`src/rtl/fetch_prefetch_queue_if.sv`:
```
// Bundle of the memory fetch port, redirect request and instruction hand-off
// signals shared between the prefetch queue (master) and its environment (slave).
interface fetch_prefetch_queue_if;
    logic [31:0] memory_address1;
    logic [31:0] memory_data1;
    logic        redirect_valid;
    logic [31:0] redirect_pc;
    logic        instr_valid;
    logic [31:0] instr_data;
    logic [31:0] instr_pc;
    logic        instr_ready;

    modport master (
        output memory_address1,
        input  memory_data1,
        input  redirect_valid,
        input  redirect_pc,
        output instr_valid,
        output instr_data,
        output instr_pc,
        input  instr_ready
    );

    modport slave (
        input  memory_address1,
        output memory_data1,
        output redirect_valid,
        output redirect_pc,
        input  instr_valid,
        input  instr_data,
        input  instr_pc,
        output instr_ready
    );
endinterface

```
`src/rtl/fetch_prefetch_queue.sv`:
```
// Instruction prefetch queue: streams sequential word fetches ahead of the CPU,
// buffers up to DEPTH {pc,data} entries and flushes on a redirect.
module fetch_prefetch_queue #(
    parameter int          DEPTH    = 4,
    parameter logic [31:0] RESET_PC = 32'h0000_0000
) (
    input logic                    clk,
    input logic                    reset,
    fetch_prefetch_queue_if.master bus
);
    localparam int PW = $clog2(DEPTH);
    localparam int CW = PW + 1;

    logic [31:0]   fetch_pc_q, fetch_pc_d;
    logic [PW-1:0] rd_ptr_q, rd_ptr_d;
    logic [PW-1:0] wr_ptr_q, wr_ptr_d;
    logic [CW-1:0] count_q, count_d;
    logic          req_q, req_d;
    logic [31:0]   req_pc_q, req_pc_d;
    logic [31:0]   entry_pc_q   [DEPTH];
    logic [31:0]   entry_pc_d   [DEPTH];
    logic [31:0]   entry_data_q [DEPTH];
    logic [31:0]   entry_data_d [DEPTH];

    logic          issue;
    logic          push;
    logic          pop;
    logic [CW:0]   credit;

    // An in-flight request already owns a slot, so it counts against the
    // free space before another fetch may be issued.
    always_comb begin
        credit       = {1'b0, count_q} + {{CW{1'b0}}, req_q};
        issue        = !bus.redirect_valid && (credit < (CW+1)'(DEPTH));
        push         = !bus.redirect_valid && req_q;
        pop          = !bus.redirect_valid && (count_q != '0) && bus.instr_ready;

        fetch_pc_d   = fetch_pc_q;
        rd_ptr_d     = rd_ptr_q;
        wr_ptr_d     = wr_ptr_q;
        count_d      = count_q;
        req_d        = req_q;
        req_pc_d     = req_pc_q;
        entry_pc_d   = entry_pc_q;
        entry_data_d = entry_data_q;

        if (bus.redirect_valid) begin
            fetch_pc_d = {bus.redirect_pc[31:2], 2'b00};
            rd_ptr_d   = '0;
            wr_ptr_d   = '0;
            count_d    = '0;
            req_d      = 1'b0;
        end else begin
            if (issue) begin
                req_d      = 1'b1;
                req_pc_d   = fetch_pc_q;
                fetch_pc_d = fetch_pc_q + 32'd4;
            end else begin
                req_d = 1'b0;
            end

            if (push) begin
                entry_pc_d[wr_ptr_q]   = req_pc_q;
                entry_data_d[wr_ptr_q] = bus.memory_data1;
                wr_ptr_d               = wr_ptr_q + 1'b1;
            end

            if (pop) begin
                rd_ptr_d = rd_ptr_q + 1'b1;
            end

            case ({push, pop})
                2'b10:   count_d = count_q + 1'b1;
                2'b01:   count_d = count_q - 1'b1;
                default: count_d = count_q;
            endcase
        end
    end

    always_ff @(posedge clk) begin
        if (reset) begin
            fetch_pc_q <= RESET_PC;
            rd_ptr_q   <= '0;
            wr_ptr_q   <= '0;
            count_q    <= '0;
            req_q      <= 1'b0;
            req_pc_q   <= '0;
            for (int i = 0; i < DEPTH; i++) begin
                entry_pc_q[i]   <= '0;
                entry_data_q[i] <= '0;
            end
        end else begin
            fetch_pc_q   <= fetch_pc_d;
            rd_ptr_q     <= rd_ptr_d;
            wr_ptr_q     <= wr_ptr_d;
            count_q      <= count_d;
            req_q        <= req_d;
            req_pc_q     <= req_pc_d;
            entry_pc_q   <= entry_pc_d;
            entry_data_q <= entry_data_d;
        end
    end

    // A response arriving into a full queue would mean the issue credit is broken.
    always @(posedge clk) begin
        if (!reset && push && !pop) begin
            assert (count_q < CW'(DEPTH));
        end
    end

    assign bus.memory_address1 = fetch_pc_q;
    assign bus.instr_valid     = (count_q != '0);
    assign bus.instr_data      = entry_data_q[rd_ptr_q];
    assign bus.instr_pc        = entry_pc_q[rd_ptr_q];
endmodule

```
`src/flat_wrapper.sv`:
```
// flat-port wrapper written by rule: the top's interface ports become plain ports
module fetch_prefetch_queue_flat 
#(
    parameter int          DEPTH    = 4,
    parameter logic [31:0] RESET_PC = 32'h0000_0000
)
  (clk, reset, bus_memory_address1, bus_memory_data1, bus_redirect_valid, bus_redirect_pc, bus_instr_valid, bus_instr_data, bus_instr_pc, bus_instr_ready);
  fetch_prefetch_queue_if bus_i ();
  input logic clk;
  input logic reset;
  output wire logic [$bits(bus_i.memory_address1)-1:0] bus_memory_address1;
  input wire logic [$bits(bus_i.memory_data1)-1:0] bus_memory_data1;
  input wire logic [$bits(bus_i.redirect_valid)-1:0] bus_redirect_valid;
  input wire logic [$bits(bus_i.redirect_pc)-1:0] bus_redirect_pc;
  output wire logic [$bits(bus_i.instr_valid)-1:0] bus_instr_valid;
  output wire logic [$bits(bus_i.instr_data)-1:0] bus_instr_data;
  output wire logic [$bits(bus_i.instr_pc)-1:0] bus_instr_pc;
  input wire logic [$bits(bus_i.instr_ready)-1:0] bus_instr_ready;
  assign bus_memory_address1 = bus_i.memory_address1;
  assign bus_i.memory_data1 = bus_memory_data1;
  assign bus_i.redirect_valid = bus_redirect_valid;
  assign bus_i.redirect_pc = bus_redirect_pc;
  assign bus_instr_valid = bus_i.instr_valid;
  assign bus_instr_data = bus_i.instr_data;
  assign bus_instr_pc = bus_i.instr_pc;
  assign bus_i.instr_ready = bus_instr_ready;
  fetch_prefetch_queue #(.DEPTH(DEPTH), .RESET_PC(RESET_PC)) u_core (.clk(clk), .reset(reset), .bus(bus_i));
endmodule
```
`config.mk`:
```
export PLATFORM = sky130hd
export DESIGN_NAME = fetch_prefetch_queue_flat
export DESIGN_NICKNAME = d
export VERILOG_FILES = /design/src/rtl/fetch_prefetch_queue_if.sv /design/src/rtl/fetch_prefetch_queue.sv /design/src/flat_wrapper.sv
export SDC_FILE = /design/constraint.sdc
export NUM_CORES = 1
export LEC_CHECK = 0
export ABC_AREA = 1
export CAP_MARGIN = 25
export CORE_AREA = 2 2 138 241
export CTS_CLUSTER_DIAMETER = 60
export DETAILED_ROUTE_END_ITERATION = 8
export DIE_AREA = 0 0 140 243
export GPL_TIMING_DRIVEN = 0
export PLACE_DENSITY = 0.74
export SYNTH_ARGS = -nofsm -noshare
export SYNTH_HDL_FRONTEND = slang
export SYNTH_SLANG_ARGS = --single-unit
```
`constraint.sdc`:
```
create_clock -name clk -period 2.1 [get_ports clk]
set_input_delay 0.42 -clock clk [delete_from_list [all_inputs] [get_ports clk]]
set_output_delay 0.42 -clock clk [all_outputs]
set_load 0.03 [all_outputs]
```
==> impl_metrics.yaml <==
power_and_ir_drop:
  p_sw_share_pct: 25.4
  switchingPower_uw: 3300
  p_clk_share_pct: 43.3
  power_frac_seq_pct: 48.0
  leakagePower_uw: 0.00667
  ir_drop_uv: 612
  p_int_uw: 9700
  total_power_uw: 13000
  power.share.combinational_pct: 8.7
  powerDensity_mw_per_mm2: 724
floorplanning:
  ios: 165
  start_util_pct: 44.3
  core_mm2: 0.0321
  die-area_mm2: 0.0340
  die_w_um: 140
  die_y_um: 243
  rows: 87
placed_design:
  place.gp.congestion: 0.912
  numPortBuffers: 157
  dpl_cell_area_mm2: 0.0163
  dp_hpwl_um: 37300
  place_ws_ns: -0.832
synthesis:
  synth_top_area_share_pct: 44.5
  async_reset_ff_share_pct: 0
  synthTopCellsByArea: "dfxtp_1 45%, nand2_1 10%, a21oi_1 9.9%, nand3_1 9.8%, o21ai_0 5.6%"
  synthFlopType: "dfxtp_1"
  synth_edf_count: 0
  synth_top_area_cell: "dfxtp_1"
  synth-seq-area-share_pct: 44.5
  synth_cell_types: 45
  ys_ff_latch: 316
  syn_area_mm2: 0.0142
  yosysWarnings: 0
  synthCells: 1982
  postSynthAreaPerCell_um2: 7.17
status:
  status: "finished with violations"
  violations: "design-rule violations, negative setup slack"
clock_network:
  clockRootBuffer: "clkbuf_16"
  clkSinkCount: 316
  clock_latency_ns: 0.58
  clk_pin_slew_ns: 0.07
  htreeDepth: 1
  cts_buffer_depth: 3
  cts_tree: "yes"
  postCtsHoldBufs: 0
  cts_buffers: 29
global_routing:
  antenna_found_initial: 1
  grt_busiest_layer: "met2"
  grt_pass1_wl_um: 79000
  use_met3_pct: 4.44
  track_usage_pct: 29.0
  grt_max_degree: 16
  overflow: 0
  grt_pass1_vias: 14800
  use_met2_pct: 53.0
  met1_usage_pct: 29.6
final_layout:
  antenna_cells: 0
  seq_area_mm2: 0.00633
  area_delta_synth_final_pct: 26.3
  nNetsFinal: 2249
  fill_cells: 2988
  layout_common_cells: "394 x nand2_1, 314 x dfxtp_1, 279 x a21oi_1, 278 x nand3_1, 153 x nor2_1"
  final_common_cell: "nand2_1"
  multi_input_area_mm2: 0.00728
  fin_area_mm2: 0.0179
  drive_gt1_share_pct: 15.6
  fin_util_pct: 55.9
setup_path:
  critPathMostFrequentCell: "buf_6"
  worstRegToRegCells: 6
  reg2reg_slack_ns: 0.06
  cp_data_arrival_time_ns: 2.01
  r2r_start: "u_core.wr_ptr_q[0]"
  end_kind: "primary output"
  crit_path_cell_trace: "buf_8, clkinv_8, buf_12, buf_6, nor2_1, o22ai_2, buf_6"
  cpMaxStageDelayCell: "dfxtp_4"
  worst_setup_path_start_kind: "flop"
  crit_fanout: 10
  path_class: "reg -> out"
  crit_required_ns: 1.68
  r2r_end: "u_core.entry_data_q[59]"
  slowest_delay_ns: 0.37
detailed_routing:
  drt_iter0_drc: 1268
  drtPass1Iterations: 8
  dr_total_vias: 15100
  routed_wl_um: 51000
  ant_nets: 0
  wl_per_cell_um: 19.6
  post-route-drc-count: 9
  viasPerCell: 5.80
sta:
  slew_violations: 0
  setup_ws_ns: -0.331
  worst_pin_slew_ns: 0.814
  setup_viol: 62
  maxSlewHeadroom_pct: 45.7
  post-route-min-period_ns: 2.43
  fin_hold_ws_ns: 0.427
  finalHoldViolCount: 0
  rsz0062_at_grt: "true"
  max_freq_ghz: 0.411
  period_share_pct: 116
  fin_skew_ns: 0.0288
worst_hold_path:
  hold_path.class: "in -> reg"
  hold_path.startpoint: "bus_redirect_pc[6]"
  hold_depth: 3
  hold_path_end: "u_core.bus.memory_address1[6]"
flow_run:
  cap_violations: 0
power by group through the flow:
stage / clock network (uW) / registers [uW] / logic (uW)
after floorplan: 0 / 6390 / 542
after global placement: 0 / 6370 / 1100
after detailed placement: 0 / 6370 / 1110
after CTS: 5630 / 6230 / 1110
after global routing: 5870 / 6250 / 1200
final: 5630 / 6240 / 1130
what timing repair did:
action                                  4_1_cts  5_1_grt
gates cloned                                  3        1
gates resized for setup                     574      121
pin swaps                                    27       17
endpoints found under the setup margin      221      206
buffers inserted                              0        1
state kept, by name (all words and copies together), names as in the netlist:
name,count
u_core.bus.memory_address1,30
u_core.entry_data_q,128
u_core.req_q,1
u_core.wr_ptr_q,2
u_core.req_pc_q,30
u_core.count_q,3
u_core.rd_ptr_q,2
u_core.entry_pc_q,120
layout make-up:
cell class	count	share of cell area (%)
Buffer	168	5.60
Clock buffer	41	4.80
Clock inverter	12	0.795
Inverter	55	1.28
Multi-Input combinational cell	1442	40.6
Sequential cell	316	35.3
Tap cell	400	2.79
Timing Repair Buffer	162	8.92
through the flow:
| stage | TNS, ns | cells |
|---|---|---|
| finish | -14.45 | 2596 |
| global route | -15.33 | 2596 |
| CTS | -13.96 | 2595 |
| detailed placement | -103.10 | 2542 |
| global placement | -95.51 | 2542 |
| floorplan | 0 | 1985 |
how the worst max path moves through the flow:
stage,slack (ns),to,start
after floorplan,0.02,u_core.count_q[2],bus_redirect_valid
after global placement,-0.86,bus_instr_data[30],u_core.rd_ptr_q[0]
after detailed placement,-0.83,bus_instr_pc[17],u_core.rd_ptr_q[0]
after CTS,-0.28,bus_instr_pc[17],u_core.rd_ptr_q[0]
after global routing,-0.31,bus_instr_pc[10],u_core.rd_ptr_q[0]
final,-0.33,bus_instr_pc[28],u_core.rd_ptr_q[0]
cell usage after synthesis, types with 3 or more instances:
cell type and n:
nand2_1 395, dfxtp_1 316, a21oi_1 280, nand3_1 278, nor2_1 173, o21ai_0 160, clkbuf_1 111, o22ai_1 62
inv_1 49, buf_2 48, a21oi_2 13, buf_4 9, nand4_1 8, nor2_2 8, nor2_4 8, ha_1 6
nand2_2 6, xor2_1 6, a31oi_1 5, inv_2 4, xnor2_1 4, buf_6 3, nand2_4 3, nand3b_1 3
per-layer routing:
metal | vias up | routed length (um)
met5 | - | 13
met4 | 2 | 4090
met3 | 235 | 3620
met2 | 811 | 25800
met1 | 6930 | 17500
li1 | 7086 | -
logic make-up after synthesis:
logic type / share of synthesized area, %
flops: 44.5
xor+xnor: 0.616
other cells: 0.0264
fa+ha+maj: 0.669
buf+inv: 6.83
simple gates: 27.6
compound gates: 19.7
critical path: cells and delay by family, from the launching register on:
kind,cells,cell delay [ns]
AOI/OAI and AO/OA,1,0.27
buffers and inverters,5,0.72
DFF,1,0.37
and+or+nand+nor,1,0.06
Note: power is estimated with default switching activity, not from simulation.
==> variant: new RTL, config.mk and constraints unchanged <==
Reset style: asynchronous (`reset`), changed in one clocked block.
--- a/src/rtl/fetch_prefetch_queue.sv
+++ b/src/rtl/fetch_prefetch_queue.sv
@@ -79,3 +79,3 @@
 
-    always_ff @(posedge clk) begin
+    always_ff @(posedge clk or posedge reset) begin
         if (reset) begin
Function: differs if reset is asserted again (counterexample within 4 cycles, from zero or initial values and one cycle with reset high); with reset held inactive, the same outputs for 4 cycles.
==> variant against the original RTL <==
The run still ends with DRC, setup timing left; count of clock-buffer cells in the layout grew 1; critical path depth is the same; core utilization grew 0.42 points; worst setup slack gained 0.063 ns; area after synthesis grew 1.7%; sequential cell count is the same; routed wire length shrank 14%; cell area grew 0.75%.
Power is not compared: it rests on default switching activity, and its combinational part moved more than twofold at a synthesized area within 25%.
==> variant: results (changes against the original RTL) <==
- Library cell contributing the largest single delay on the critical path: sky130_fd_sc_hd__dfrtp_1 (was sky130_fd_sc_hd__dfxtp_4)
- Arrival time of data at the critical path endpoint: 1.95 ns (was 2.01 ns)
- Wire length of the first global-routing pass: 70270 um (was 79010 um)
- Post-DP HPWL: 30610 um (was 37250 um)
- Status: finished with violations (unchanged)
- Top FF cell, synth: sky130_fd_sc_hd__dfrtp_1 (was sky130_fd_sc_hd__dfxtp_1)
- Total DRC errors in the routed layout: 9 (unchanged)
- DRC violation total after the first TritonRoute iteration: 1077 (was 1268)
- Routed wire length on met3: 2731 um (was 3618 um)
- Met2 global-route usage: 46.52% (was 53.01%)
- Number of instances in the placed design: 2319 (was 2542)
- Cell types with the highest counts after synthesis: sky130_fd_sc_hd__nand2_1 (441), sky130_fd_sc_hd__dfrtp_1 (316), sky130_fd_sc_hd__o21ai_0 (256) (was sky130_fd_sc_hd__nand2_1 (395), sky130_fd_sc_hd__dfxtp_1 (316), sky130_fd_sc_hd__a21oi_1 (280))
- Number of antenna violations at the first check in global routing: 0 (was 1)
- Post-synthesis sequential area ratio: 54.69% (was 44.51%)
- Type of the tightest min-delay check: in2async (was in2reg)
- Post-synth cell types: 33 (was 45)
- Average wire per cell in the routed design: 18.47 um (was 19.64 um)
- Fraction of final layout cells with drive strength greater than 1: 13.67% (was 15.57%)
- Number of port buffers: 158 (was 157)
- Final setup fails: 62 (unchanged)
- RePlAce Congestion: 0.9484 (was 0.9122)
- Routed length on met2: 23360 um (was 25820 um)
- Violations in the final reports: DRC, setup timing (unchanged)
- GR Util All Layers: 25.67% (was 28.97%)
- Post-detailed-placement cell area: 16710 um^2 (was 16300 um^2)
- Synth top area cells: sky130_fd_sc_hd__dfrtp_1 (55%), sky130_fd_sc_hd__nand2_1 (11%), sky130_fd_sc_hd__o21ai_0 (8.9%) (was sky130_fd_sc_hd__dfxtp_1 (45%), sky130_fd_sc_hd__nand2_1 (10%), sky130_fd_sc_hd__a21oi_1 (9.9%))
- Met3 global-route usage: 3.492% (was 4.439%)
- Final setup margin: -0.2679 ns (was -0.3306 ns)
- Net count reported at finish: 2027 (was 2249)
- Synthesized-area fraction occupied by adder cells: 0.5712% (was 0.6691%)
variant: path summary, 6_finish.rpt:
check / startpoint / end / slack, ns / cells after the start
max in group asynchronous: reset / u_core.req_pc_q[7] / 0.27 / 6
worst min-delay path: reset / u_core.entry_data_q[4] / 0.40 / 2
worst min register to register: u_core.entry_data_q[25] / u_core.entry_data_q[25] / 0.48 / 2
min in group clk: bus_redirect_pc[3] / u_core.bus.memory_address1[3] / 0.44 / 3
worst max-delay path: u_core.rd_ptr_q[0] / bus_instr_pc[20] / -0.27 / 7
worst max register to register: u_core.count_q[2] / u_core.count_q[2] / 0.12 / 13
variant: repair_timing:
item	4_1_cts	5_1_grt
cloned	1	0
pin swaps	31	16
buffers inserted	2	0
resized for setup	565	62
setup endpoints to repair	93	65
variant: cell type report:
cell class	instances	share of cell area, %
buffer	112	4.774
clock buffer	42	4.615
clock inverter	11	0.4981
inverter	123	2.712
multi-input combinational	1202	31.58
sequential	316	43.73
tap	400	2.767
timing repair buffer	169	9.319
